<file path="config.mk">
export PLATFORM = sky130hd
export DESIGN_NAME = wb_fetch_burst
export DESIGN_NICKNAME = d
export VERILOG_FILES = /design/src/rtl/wb_fetch_pkg.sv /design/src/rtl/wb_fetch_burst_watchdog.sv /design/src/rtl/wb_fetch_burst.sv
export SDC_FILE = /design/constraint.sdc
export NUM_CORES = 1
export LEC_CHECK = 0
export BUFFER_PORTS_ARGS = -buffer_cell sky130_fd_sc_hd__clkbuf_2
export CAP_MARGIN = 20
export CELL_PAD_IN_SITES_DETAIL_PLACEMENT = 0
export CELL_PAD_IN_SITES_GLOBAL_PLACEMENT = 1
export CORE_UTILIZATION = 41
export CTS_BUF_LIST = sky130_fd_sc_hd__clkbuf_2
export DETAILED_ROUTE_END_ITERATION = 6
export PLACE_DENSITY = 0.92
export SYNTH_ARGS = -nofsm -noshare
export SYNTH_HDL_FRONTEND = slang
export SYNTH_HIERARCHICAL = 1
export SYNTH_SLANG_ARGS = --single-unit
</file>
<file path="constraint.sdc">
create_clock -name clk_i -period 3.49 [get_ports clk_i]
set_input_delay 0.698 -clock clk_i [delete_from_list [all_inputs] [get_ports clk_i]]
set_output_delay 0.698 -clock clk_i [all_outputs]
set_load 0.01 [all_outputs]
</file>
<file path="src/rtl/wb_fetch_pkg.sv">
// Shared types and defaults for the wb_fetch_burst Wishbone burst-read master.
package wb_fetch_pkg;

   localparam int DEF_ADDR    = 12;
   localparam int DEF_WIDTH   = 32;
   localparam int DEF_LBITS   = 8;
   localparam int DEF_RETRY   = 3;
   localparam int DEF_TIMEOUT = 255;

   typedef enum logic [1:0] {
      ST_IDLE,
      ST_ISSUE,
      ST_DRAIN,
      ST_END
   } state_t;

   typedef enum logic [1:0] {
      AB_NONE,
      AB_ERR,
      AB_RETRY,
      AB_TIMEOUT
   } abort_t;

   // A retry is tolerated while fewer than `limit` have already been taken.
   function automatic logic retry_ok(input logic [15:0] tries, input int limit);
      return int'(tries) < limit;
   endfunction

endpackage

</file>
<file path="src/rtl/wb_fetch_burst_watchdog.sv">
// Bus-inactivity watchdog for wb_fetch_burst; only instantiated when
// WB_FETCH_TIMEOUT_EN is defined.
module wb_fetch_watchdog
   import wb_fetch_pkg::*;
#(
   parameter int TIMEOUT = DEF_TIMEOUT
)(
   input  logic clk_i,
   input  logic rst_i,
   input  logic cyc,
   input  logic kick,
   output logic expire
);

   localparam int TW = $clog2(TIMEOUT + 1);

   logic [TW-1:0] cnt_q;

   assign expire = cyc && !kick && (cnt_q == TW'(TIMEOUT));

   always_ff @(posedge clk_i or posedge rst_i) begin
      if (rst_i)
         cnt_q <= '0;
      else if (!cyc || kick)
         cnt_q <= '0;
      else if (cnt_q != TW'(TIMEOUT))
         cnt_q <= cnt_q + TW'(1);
   end

endmodule

</file>
<file path="src/rtl/wb_fetch_burst.sv">
// Wishbone B4 pipelined burst-read master with retry rewind and error abort.
// Optional build macro: WB_FETCH_TIMEOUT_EN adds a bus-inactivity watchdog.
module wb_fetch_burst
   import wb_fetch_pkg::*;
#(
   parameter int ADDR    = DEF_ADDR,
   parameter int WIDTH   = DEF_WIDTH,
   parameter int LBITS   = DEF_LBITS,
   parameter int RETRY   = DEF_RETRY,
`ifdef WB_FETCH_TIMEOUT_EN
   parameter int TIMEOUT = DEF_TIMEOUT,
`endif
   parameter int DELAY   = 3
)(
   input  logic             clk_i,
   input  logic             rst_i,
   input  logic             fetch_i,
   input  logic [ADDR-1:0]  base_i,
   input  logic [LBITS-1:0] len_i,
   output logic             busy_o,
   output logic             done_o,
   output logic             fail_o,
   output logic             valid_o,
   output logic [WIDTH-1:0] data_o,
   output logic             cyc_o,
   output logic             stb_o,
   output logic             we_o,
   output logic [ADDR-1:0]  adr_o,
   input  logic             ack_i,
   input  logic             wat_i,
   input  logic             rty_i,
   input  logic             err_i,
   input  logic [WIDTH-1:0] dat_i
);

   localparam int CW = LBITS + 1;

   state_t           state_q, state_d;
   abort_t           cause;
   logic [ADDR-1:0]  base_q;
   logic [LBITS-1:0] len_q;
   logic [CW-1:0]    len_w;
   logic [CW-1:0]    sent_q, sent_d, rcvd_q, rcvd_d, tries_q, tries_d;
   logic             fail_q, fail_d;
   logic             accept, take_ack, tmo;
   logic             vld_p1;
   logic [WIDTH-1:0] data_p1;

   assign cyc_o    = (state_q == ST_ISSUE) || (state_q == ST_DRAIN);
   assign stb_o    = (state_q == ST_ISSUE);
   assign we_o     = 1'b0;
   assign adr_o    = base_q + ADDR'(sent_q);
   assign busy_o   = (state_q != ST_IDLE);
   assign done_o   = (state_q == ST_END);
   assign fail_o   = fail_q;
   assign valid_o  = vld_p1;
   assign data_o   = data_p1;
   assign len_w    = {1'b0, len_q};
   assign accept   = stb_o && !wat_i;
   // An ack that coincides with rty/err is dropped, not counted.
   assign take_ack = cyc_o && ack_i && !rty_i && !err_i;

`ifdef WB_FETCH_TIMEOUT_EN
   wb_fetch_watchdog #(
      .TIMEOUT (TIMEOUT)
   ) u_watchdog (
      .clk_i  (clk_i),
      .rst_i  (rst_i),
      .cyc    (cyc_o),
      .kick   (ack_i || accept),
      .expire (tmo)
   );
`else
   assign tmo = 1'b0;
`endif

   always_comb begin
      cause = AB_NONE;
      if (cyc_o) begin
         if (err_i)
            cause = AB_ERR;
         else if (tmo)
            cause = AB_TIMEOUT;
         else if (rty_i && !retry_ok(16'(tries_q), RETRY))
            cause = AB_RETRY;
      end
   end

   always_comb begin
      state_d = state_q;
      sent_d  = sent_q;
      rcvd_d  = rcvd_q;
      tries_d = tries_q;
      fail_d  = 1'b0;
      case (state_q)
         ST_IDLE: begin
            if (fetch_i) begin
               sent_d  = '0;
               rcvd_d  = '0;
               tries_d = '0;
               state_d = (len_i == '0) ? ST_END : ST_ISSUE;
            end
         end
         ST_ISSUE, ST_DRAIN: begin
            if (cause != AB_NONE) begin
               state_d = ST_IDLE;
               fail_d  = 1'b1;
            end else if (rty_i) begin
               // Rewind to the first undelivered word and re-issue from there.
               tries_d = tries_q + CW'(1);
               sent_d  = rcvd_q;
               state_d = ST_ISSUE;
            end else begin
               if (accept)
                  sent_d = sent_q + CW'(1);
               if (take_ack)
                  rcvd_d = rcvd_q + CW'(1);
               if (rcvd_d == len_w)
                  state_d = ST_END;
               else if (sent_d == len_w)
                  state_d = ST_DRAIN;
            end
         end
         ST_END:  state_d = ST_IDLE;
         default: state_d = ST_IDLE;
      endcase
   end

   always_ff @(posedge clk_i or posedge rst_i) begin
      if (rst_i) begin
         state_q <= ST_IDLE;
         sent_q  <= '0;
         rcvd_q  <= '0;
         tries_q <= '0;
         fail_q  <= 1'b0;
      end else begin
         state_q <= state_d;
         sent_q  <= sent_d;
         rcvd_q  <= rcvd_d;
         tries_q <= tries_d;
         fail_q  <= fail_d;
      end
   end

   // Request latch and one-cycle read-data stage
   always_ff @(posedge clk_i or posedge rst_i) begin
      if (rst_i) begin
         base_q  <= '0;
         len_q   <= '0;
         vld_p1  <= 1'b0;
         data_p1 <= '0;
      end else begin
         if (state_q == ST_IDLE && fetch_i) begin
            base_q <= base_i;
            len_q  <= len_i;
         end
         vld_p1 <= take_ack;
         if (take_ack)
            data_p1 <= dat_i;
      end
   end

endmodule

</file>
* Yosys cells after proc, flatten, opt, wreduce, memory -nomap -nowiden *
Index checks and enable logic that the tools add are counted.

word-level totals
  output and inout bits = 51
  memory bits (read-only) = 0
  latch bits = 0
  flip-flop bits (word level) = 83
  bits in writable memories = 0
  bits of input ports = 59
  memories = 0
  logic and storage cells = 75

operators by class
  $add $sub $neg = 4
  magnitude comparators = 1
  bitwise operators = 0
  equal/unequal tests = 10
  shifts and indexed selects = 0
  multipliers = 0
  multiplexer cells = 30
  div/mod/pow operators = 0
  reduce and logical (&&, ||, !) cells = 21

operators with widths
  kind                   number
  $mux W9                15
  $pmux W9 S2            3
  $add A9 B1 Y9 const B  3
  $eq A9 B8 Y1           2
  $mux W2                9
  $add A12 B9 Y12        1
  $lt A9 B2 Y1 const B   1
  $logic_not A8 Y1       1
  $ne A2 B2 Y1 const B   4
  $reduce_and A4 Y1      2
  $logic_and A1 B1 Y1    6
  $pmux W2 S3            1
  $reduce_bool A2 Y1     3
  $ne A5 B5 Y1 const B   1
  $eq A2 B2 Y1 const B   2
  $logic_not A1 Y1       4
  $reduce_and A3 Y1      1
  $eq A2 B1 Y1 const B   1
  $logic_not A2 Y1       1
  $mux W1                2
  $reduce_and A2 Y1      1
  $reduce_or A2 Y1       1
  $logic_or A1 B1 Y1     1

* Longest topological paths before layout *
Gate-level depths: netlist of run 1.

  word-level depth = 15
  gate-level depth with buffers = 11
  gate-level depth less buffers = 10

* Worst setup path before layout of run 1 *
No wires, ideal clock.

  path kind = register to output
  start point = register sent_q[0]
  end point = output adr_o[10]
  data required time = 2.792 ns
  slack = 0.670 ns
  stages on the path, launching flop included = 11
  path buffers = 0
  data arrival time = 2.122 ns
  cells stage by stage = dfrtp_1 -> ha_1 -> inv_1 -> fa_1 -> nor2b_1 -> o21ai_0 -> a21boi_0 -> o21ai_0 -> a211oi_1 -> o31ai_1 -> xnor2_1

on the way
  word-level cells in the longest chain between the ends = 1

ends and longest elaborated chain
  what                    RTL line               text
  from (decl)             wb_fetch_burst.sv:43   logic [CW-1:0] sent_q, sent_d, rcvd_q, rcvd_d, tries_q, tries_d;
  from (signal assigned)  wb_fetch_burst.sv:138  sent_q <= sent_d;
  $add A12 B9 Y12         wb_fetch_burst.sv:52   assign adr_o = base_q + ADDR'(sent_q);
  to (decl)               wb_fetch_burst.sv:28   output logic [ADDR-1:0] adr_o,

No other way between the ends.

* Final worst setup path of run 1 *
Same ends and word-level chain as after synthesis.

==> results of run 1 <==
==> cell usage in the layout, fill, tap and decap left out, types with 3 or more instances in the layout <==
cell type,synthesis,final
nor4_1,6,6
o31ai_1,4,3
nor3_1,8,8
ha_1,15,14
xnor2_1,22,22
mux2_2,20,20
inv_6,0,3
clkbuf_2,0,116
nand3_1,9,9
dfrtp_1,83,81
nand2_1,122,122
xor2_1,13,13
nor2b_1,6,5
nand4_1,7,7
a31oi_1,6,6
a22oi_1,4,4
o211ai_1,3,3
or2_2,3,3
a21oi_1,14,13
inv_1,17,15
buf_4,1,12
nor2_1,38,38
and3_1,3,3
or3_1,3,3
o21ai_0,32,29
==> final timing paths <==
| kind | from | to | slack [ns] | depth (start not counted) |
|---|---|---|---|---|
| max in group asynchronous | rst_i | data_o[0] | 2.46 | 3 |
| worst max register to register | state_q[0] | state_q[0] | 0.84 | 9 |
| min in group clk_i | dat_i[8] | data_o[8] | 0.28 | 3 |
| worst min-delay path | rst_i | data_o[18] | 0.23 | 2 |
| worst min register to register | data_o[17] | data_o[17] | 0.51 | 2 |
| worst max-delay path | sent_q[0] | adr_o[10] | 0.11 | 11 |
==> flip-flops by register name (all words and copies together), names as in the netlist <==
signal and flops:
rcvd_q 9, sent_q 9, len_q 8, base_q 12, valid_o 1, state_q 2, fail_o 1, data_o 32
tries_q 9
==> worst register-to-register path, stage by stage, from the launching register on <==
cell and delay [ns]:
dfrtp_1 0.46, inv_1 0.07, ha_1 0.35, nand4bb_4 0.15, or3_4 0.42, or3_1 0.38, a21oi_1 0.15, nand4_1 0.17
a31o_1 0.27, a21o_1 0.17
==> power by group through the flow <==
stage	Clock (W)	Sequential, W	Combinational [W]
detailed placement	0	0.00162	0.00191
CTS	0.000567	0.00160	0.00193
global route	0.000606	0.00165	0.00216
global placement	0	0.00161	0.00186
finish	0.000549	0.00161	0.00194
floorplan	0	0.00163	0.00120
==> per-stage QoR <==
stage,util,total power [W],instances,setup TNS (ns),setup WS (ns)
after floorplan,-,0.00283,494,0,0.655
after global placement,0.492,0.00346,724,0,0.432
after detailed placement,0.492,0.00353,724,0,0.335
after CTS,0.509,0.00410,744,0,0.000427
after global routing,0.513,0.00442,746,-0.0659,-0.0616
final,0.513,0.00410,746,0,0.106
==> cell families (layout without fill, tap and decap cells) <==
| kind of cell | Yosys count | after routing | share of synthesized area |
|---|---|---|---|
| and+or+nand+nor | 215 | 215 | 0.214 |
| adders and majority gates | 16 | 16 | 0.0464 |
| AOI/OAI and AO/OA | 84 | 84 | 0.117 |
| other | 1 | 2 | 0.000838 |
| xor gates and xnor gates | 35 | 35 | 0.0685 |
| DFF | 83 | 83 | 0.464 |
| buffers and inverters | 38 | 153 | 0.0349 |
| muxes | 22 | 22 | 0.0548 |
==> layer usage <==
| metal | vias up | global-route usage |
|---|---|---|
| li1 | 1902 | - |
| met4 | 0 | 0.0841 |
| met1 | 1919 | 0.254 |
| met2 | 130 | 0.338 |
| met3 | 17 | 0.0454 |
| met5 | - | 0 |
==> area by class of cell <==
cell class / instances / area [um2] / share of cell area
repair buffers: 120 / 631 / 0.117
inverters: 17 / 65.1 / 0.0121
clock buffers: 9 / 45.0 / 0.00839
diodes: 1 / 2.50 / 0.000466
flip-flops and latches: 83 / 2080 / 0.387
well taps: 136 / 170 / 0.0317
multi-input cells: 373 / 2300 / 0.428
clock inverters: 7 / 80.1 / 0.0149
==> timing repair <==
action	CTS	global route
setup endpoints to repair	6	5
setup buffers	4	1
pin swaps	4	5
gates resized for setup	11	10
gates cloned	0	0
==> impl_metrics.toml, run 1 <==
[min_path]
hold_path_class = "in -> async"

[timing]
hold_slack_ns = 0.225
rsz0062_at_grt = "yes"
maxSlewHeadroom = 0.359
finClkSkew_ns = 0.0388
drv_slew = 0
max_freq_mhz = 295
period_needed_ns = 3.38
tightest_slew_ns = 0.959
finalSetupViolCount = 0
fin_crit_sh = 0.970
hold_viol_final = 0

[clock_network]
htree_levels = 3
hold_buffers = 0
clk_latency_ns = 0.56
cts_buffer_depth = 2
clk_pin_slew_ns = 0.26
clock_tree.root_cell = "clkbuf_2"
cts_sinks = 83
cts_buffers = 9
cts_tree = "built"

[setup_path]
critPathKind = "reg -> out"
cp_common_cell = "o21ai_2"
cp_slowest_cell = "dfrtp_2"
worstSetupEndpointType = "primary output"
worst_setup_path_start_kind = "flip-flop"
cp.required_ns = 2.79
crit_chain = "ha_4, inv_2, fa_2, nor2b_2, o21ai_2, a21boi_2, o21ai_2, a211oi_2, o31ai_2, xnor2_1, buf_2"
max_stage_delay_ns = 0.45
crit_arrival_ns = 2.69
cp_top_family = "compound AO/OA/AOI/OAI gates"
worst-path-buf-inv = 2
crit_path_max_fanout = 3

[grt]
grt_usage = 0.203
grt_max_degree = 51
antenna_found_initial = 1
grt_pass1_wl_mm = 18.2
grt_overflow = 0
grt_pass1_vias = 3863

[route]
route.met2.wl_mm = 5.34
drcViolationCount = 0
met1_length_mm = 4.76
top_layer = "met4"
wl_per_cell_um = 14.7
drt-initial-drc-count = 229
vias = 3968
route.met3.wl_um = 679
post_drt_via_cell_ratio = 5.32
dr.pass1.iters = 5
final_antenna_net_count = 0
finalWirelength_mm = 10.9

[placement]
port_buffers = 108
place_congestion = 0.856
placed_area_um2 = 5150
hpwlAfterDp_mm = 8.00

[pwr]
p_switching_w = 0.00176
p_seq_frac = 0.392
power.internal_w = 0.00234
powerDensity_nw_per_um2 = 763
p_comb_frac = 0.474
netSwitchingFraction = 0.429
p_leak_nw = 2.67
vdd_drop_max_mv = 0.539
clockPowerShare = 0.134

[floorplan]
start_util = 0.428
die_h_um = 106
coreArea_um2 = 10500
io_pins = 110
die-area_um2 = 11300
rows = 37
die_width_um = 106

[yosys]
synth.distinct_cells = 54
synth_fp_nets = 569
syn-cell-area_um2 = 4480
ys_ff_latch = 83
synthTopCellsByCount = "nand2_1 (122), dfrtp_1 (83), nor2_1 (38)"
seq_area_frac_synth = 0.464
yosysWarnings = 6
synth_top_cell_by_area = "dfrtp_1"
synth-edff-count = 0
synth.area.top_cells = "dfrtp_1 (46%), nand2_1 (10%), mux2_2 (5.0%)"
netlist_instances = 494
synth.avg_cell_area_um2 = 9.06
yosysMostFrequentCell = "nand2_1"
synth_top_area_frac = 0.464
ys_async_sr_fraction = 1.00
dominantRegCellSynth = "dfrtp_1"

[cells_and_area]
postLayoutCellArea_um2 = 5370
fill_cells = 1029
drive_gt1_frac = 0.289
nets = 679
syn2layout_area_growth_pct = 20.0

[job]
drv_cap = 0

[outcome]
outcome = "finished clean"
Power figures use the tool's default switching activity.
==> run 2, diff against run 1 <==
Clock period 3.49 ns to 3.45 ns, I/O delays scaled along.
==> run 2 against run 1 <==
Net effect:
- combinational power rose by 3%
- critical endpoint unchanged
- via count fell by 1.3%
- total power rose by 0.94%
- sequential power barely moved
- global-route usage fell by 0.23 points
- final cell count rose by 0.67%
- worst hold slack got worse by 0.045 ns
- critical path depth did not move
- register-to-register slack got worse by 0.03 ns
- die area did not move
- non-clock buffer count rose by 5
- critical path type unchanged
- design area rose by 0.49%
==> impl_metrics.toml, run 2 (synthesis results as in run 1) <==
[cells_and_area]
nets = 684
drive_gt1_frac = 0.290
largest_reg_flops = 32
mostFrequentLayoutCell = "nand2_1"
final_cell_mix = "nand2_1 (122), clkbuf_2 (115), dfrtp_1 (82)"
final_util = 0.516
syn2layout_area_growth_pct = 20.5

[floorplan]
start_util = 0.428
die_h_um = 106
die_width_um = 106
die-area_um2 = 11300
rows = 37
coreArea_um2 = 10500
io_pins = 110

[setup_path]
r2r_cells = 9
critPathKind = "reg -> out"
max_stage_delay_ns = 0.42
r2r_start = "state_q[1]"
crit_path_max_fanout = 3
crit_arrival_ns = 2.65
worst-path-buf-inv = 2
path_depth = 11
cp_common_cell = "o21ai_2"
r2r_end = "state_q[0]"
cp_top_family = "compound AO/OA/AOI/OAI gates"
cp.required_ns = 2.76
crit_end = "adr_o[10]"
startpoint = "sent_q[0]"
reg2reg_slack_ns = 0.81
cp_slowest_cell = "dfrtp_2"
worst_setup_path_start_kind = "flip-flop"
worstSetupEndpointType = "primary output"
crit_chain = "ha_2, inv_2, fa_2, nor2b_2, o21ai_2, a21boi_2, o21ai_2, a211oi_2, o31ai_2, xnor2_1, buf_2"

[job]
drv_cap = 0

[timing]
rsz0062_at_grt = "yes"
tightest_slew_ns = 0.964
hold_slack_ns = 0.180
maxSlewHeadroom = 0.356
drv_slew = 0
period_needed_ns = 3.34
fin_crit_sh = 0.969
max_freq_mhz = 299
hold_viol_final = 0
finalSetupViolCount = 0
finClkSkew_ns = 0.0394

[pwr]
p_seq_frac = 0.391
vdd_drop_max_mv = 0.452
p_switching_w = 0.00177
p_leak_nw = 2.70
power.internal_w = 0.00237
powerDensity_nw_per_um2 = 767
netSwitchingFraction = 0.427
p_comb_frac = 0.480
clockPowerShare = 0.128

[min_path]
hold_path_class = "in -> async"

[route]
drcViolationCount = 0
wl_per_cell_um = 14.6
dr.pass1.iters = 5
final_antenna_net_count = 0
post_drt_via_cell_ratio = 5.21
vias = 3915
drt-initial-drc-count = 258
finalWirelength_mm = 10.9

[grt]
antenna_found_initial = 1
grt_overflow = 0
grt_usage = 0.201
grt_pass1_wl_mm = 18.0
grt_pass1_vias = 3813
grt_max_degree = 47

[clock_network]
cts_buffer_depth = 2
cts_buffers = 9
cts_tree = "built"
cts_sinks = 83
clk_pin_slew_ns = 0.26
htree_levels = 3
clk_latency_ns = 0.56
clock_tree.root_cell = "clkbuf_2"

[outcome]
outcome = "finished clean"

[placement]
port_buffers = 108
hpwlAfterDp_mm = 7.85
place_congestion = 0.856
run 2: how the worst min path moves through the flow:
stage / from / to / slack [ns] / cells after the start
after global placement: data_o[25] / data_o[25] / 0.46 / 2
after CTS: rst_i / data_o[18] / 0.18 / 2
after floorplan: tries_q[6] / tries_q[6] / 0.46 / 2
after global routing: rst_i / data_o[24] / 0.21 / 2
after detailed placement: data_o[17] / data_o[17] / 0.46 / 2
final: rst_i / data_o[18] / 0.18 / 2
run 2: stage by stage:
step	setup TNS (ns)	cells	instance area [um2]	power, W	setup slack, ns
after floorplan	0	494	4480	0.00286	0.623
after global placement	0	724	5150	0.00350	0.400
after detailed placement	0	724	5150	0.00356	0.361
after CTS	0	748	5340	0.00413	0.0310
after global routing	-0.0841	751	5400	0.00448	-0.0841
final	0	751	5400	0.00414	0.106
run 2: timing repair:
| item | CTS | global route |
|---|---|---|
| buffers inserted | 8 | 2 |
| hold buffers | 0 | 0 |
| pin swaps | 4 | 8 |
| endpoints found under the hold margin | 0 | 0 |
| setup endpoints to repair | 6 | 5 |
| resized for setup | 10 | 11 |
run 2: per-layer routing:
| layer | up-vias | track usage | routed length (um) |
|---|---|---|---|
| li1 | 1919 | - | - |
| met1 | 1862 | 0.255 | 4790 |
| met2 | 119 | 0.333 | 5360 |
| met3 | 15 | 0.0386 | 623 |
| met4 | 0 | 0.0861 | 164 |
| met5 | - | 0 | 0 |
run 2: final cells by class:
type,count,area (um2)
inverter,17,65.1
tap,136,170
sequential,83,2080
timing repair buffer,125,668
clock buffer,9,45.0
fill,986,5070
antenna,1,2.50
multi-input combinational,373,2290
clock inverter,7,72.6
run 2: power by group through the flow:
stage               Clock (W)  Sequential [W]  Combinational [W]
floorplan                   0         0.00165            0.00121
detailed placement          0         0.00164            0.00193
CTS                  0.000551         0.00162            0.00196
global placement            0         0.00162            0.00188
finish               0.000531         0.00162            0.00199
global route         0.000596         0.00167            0.00221
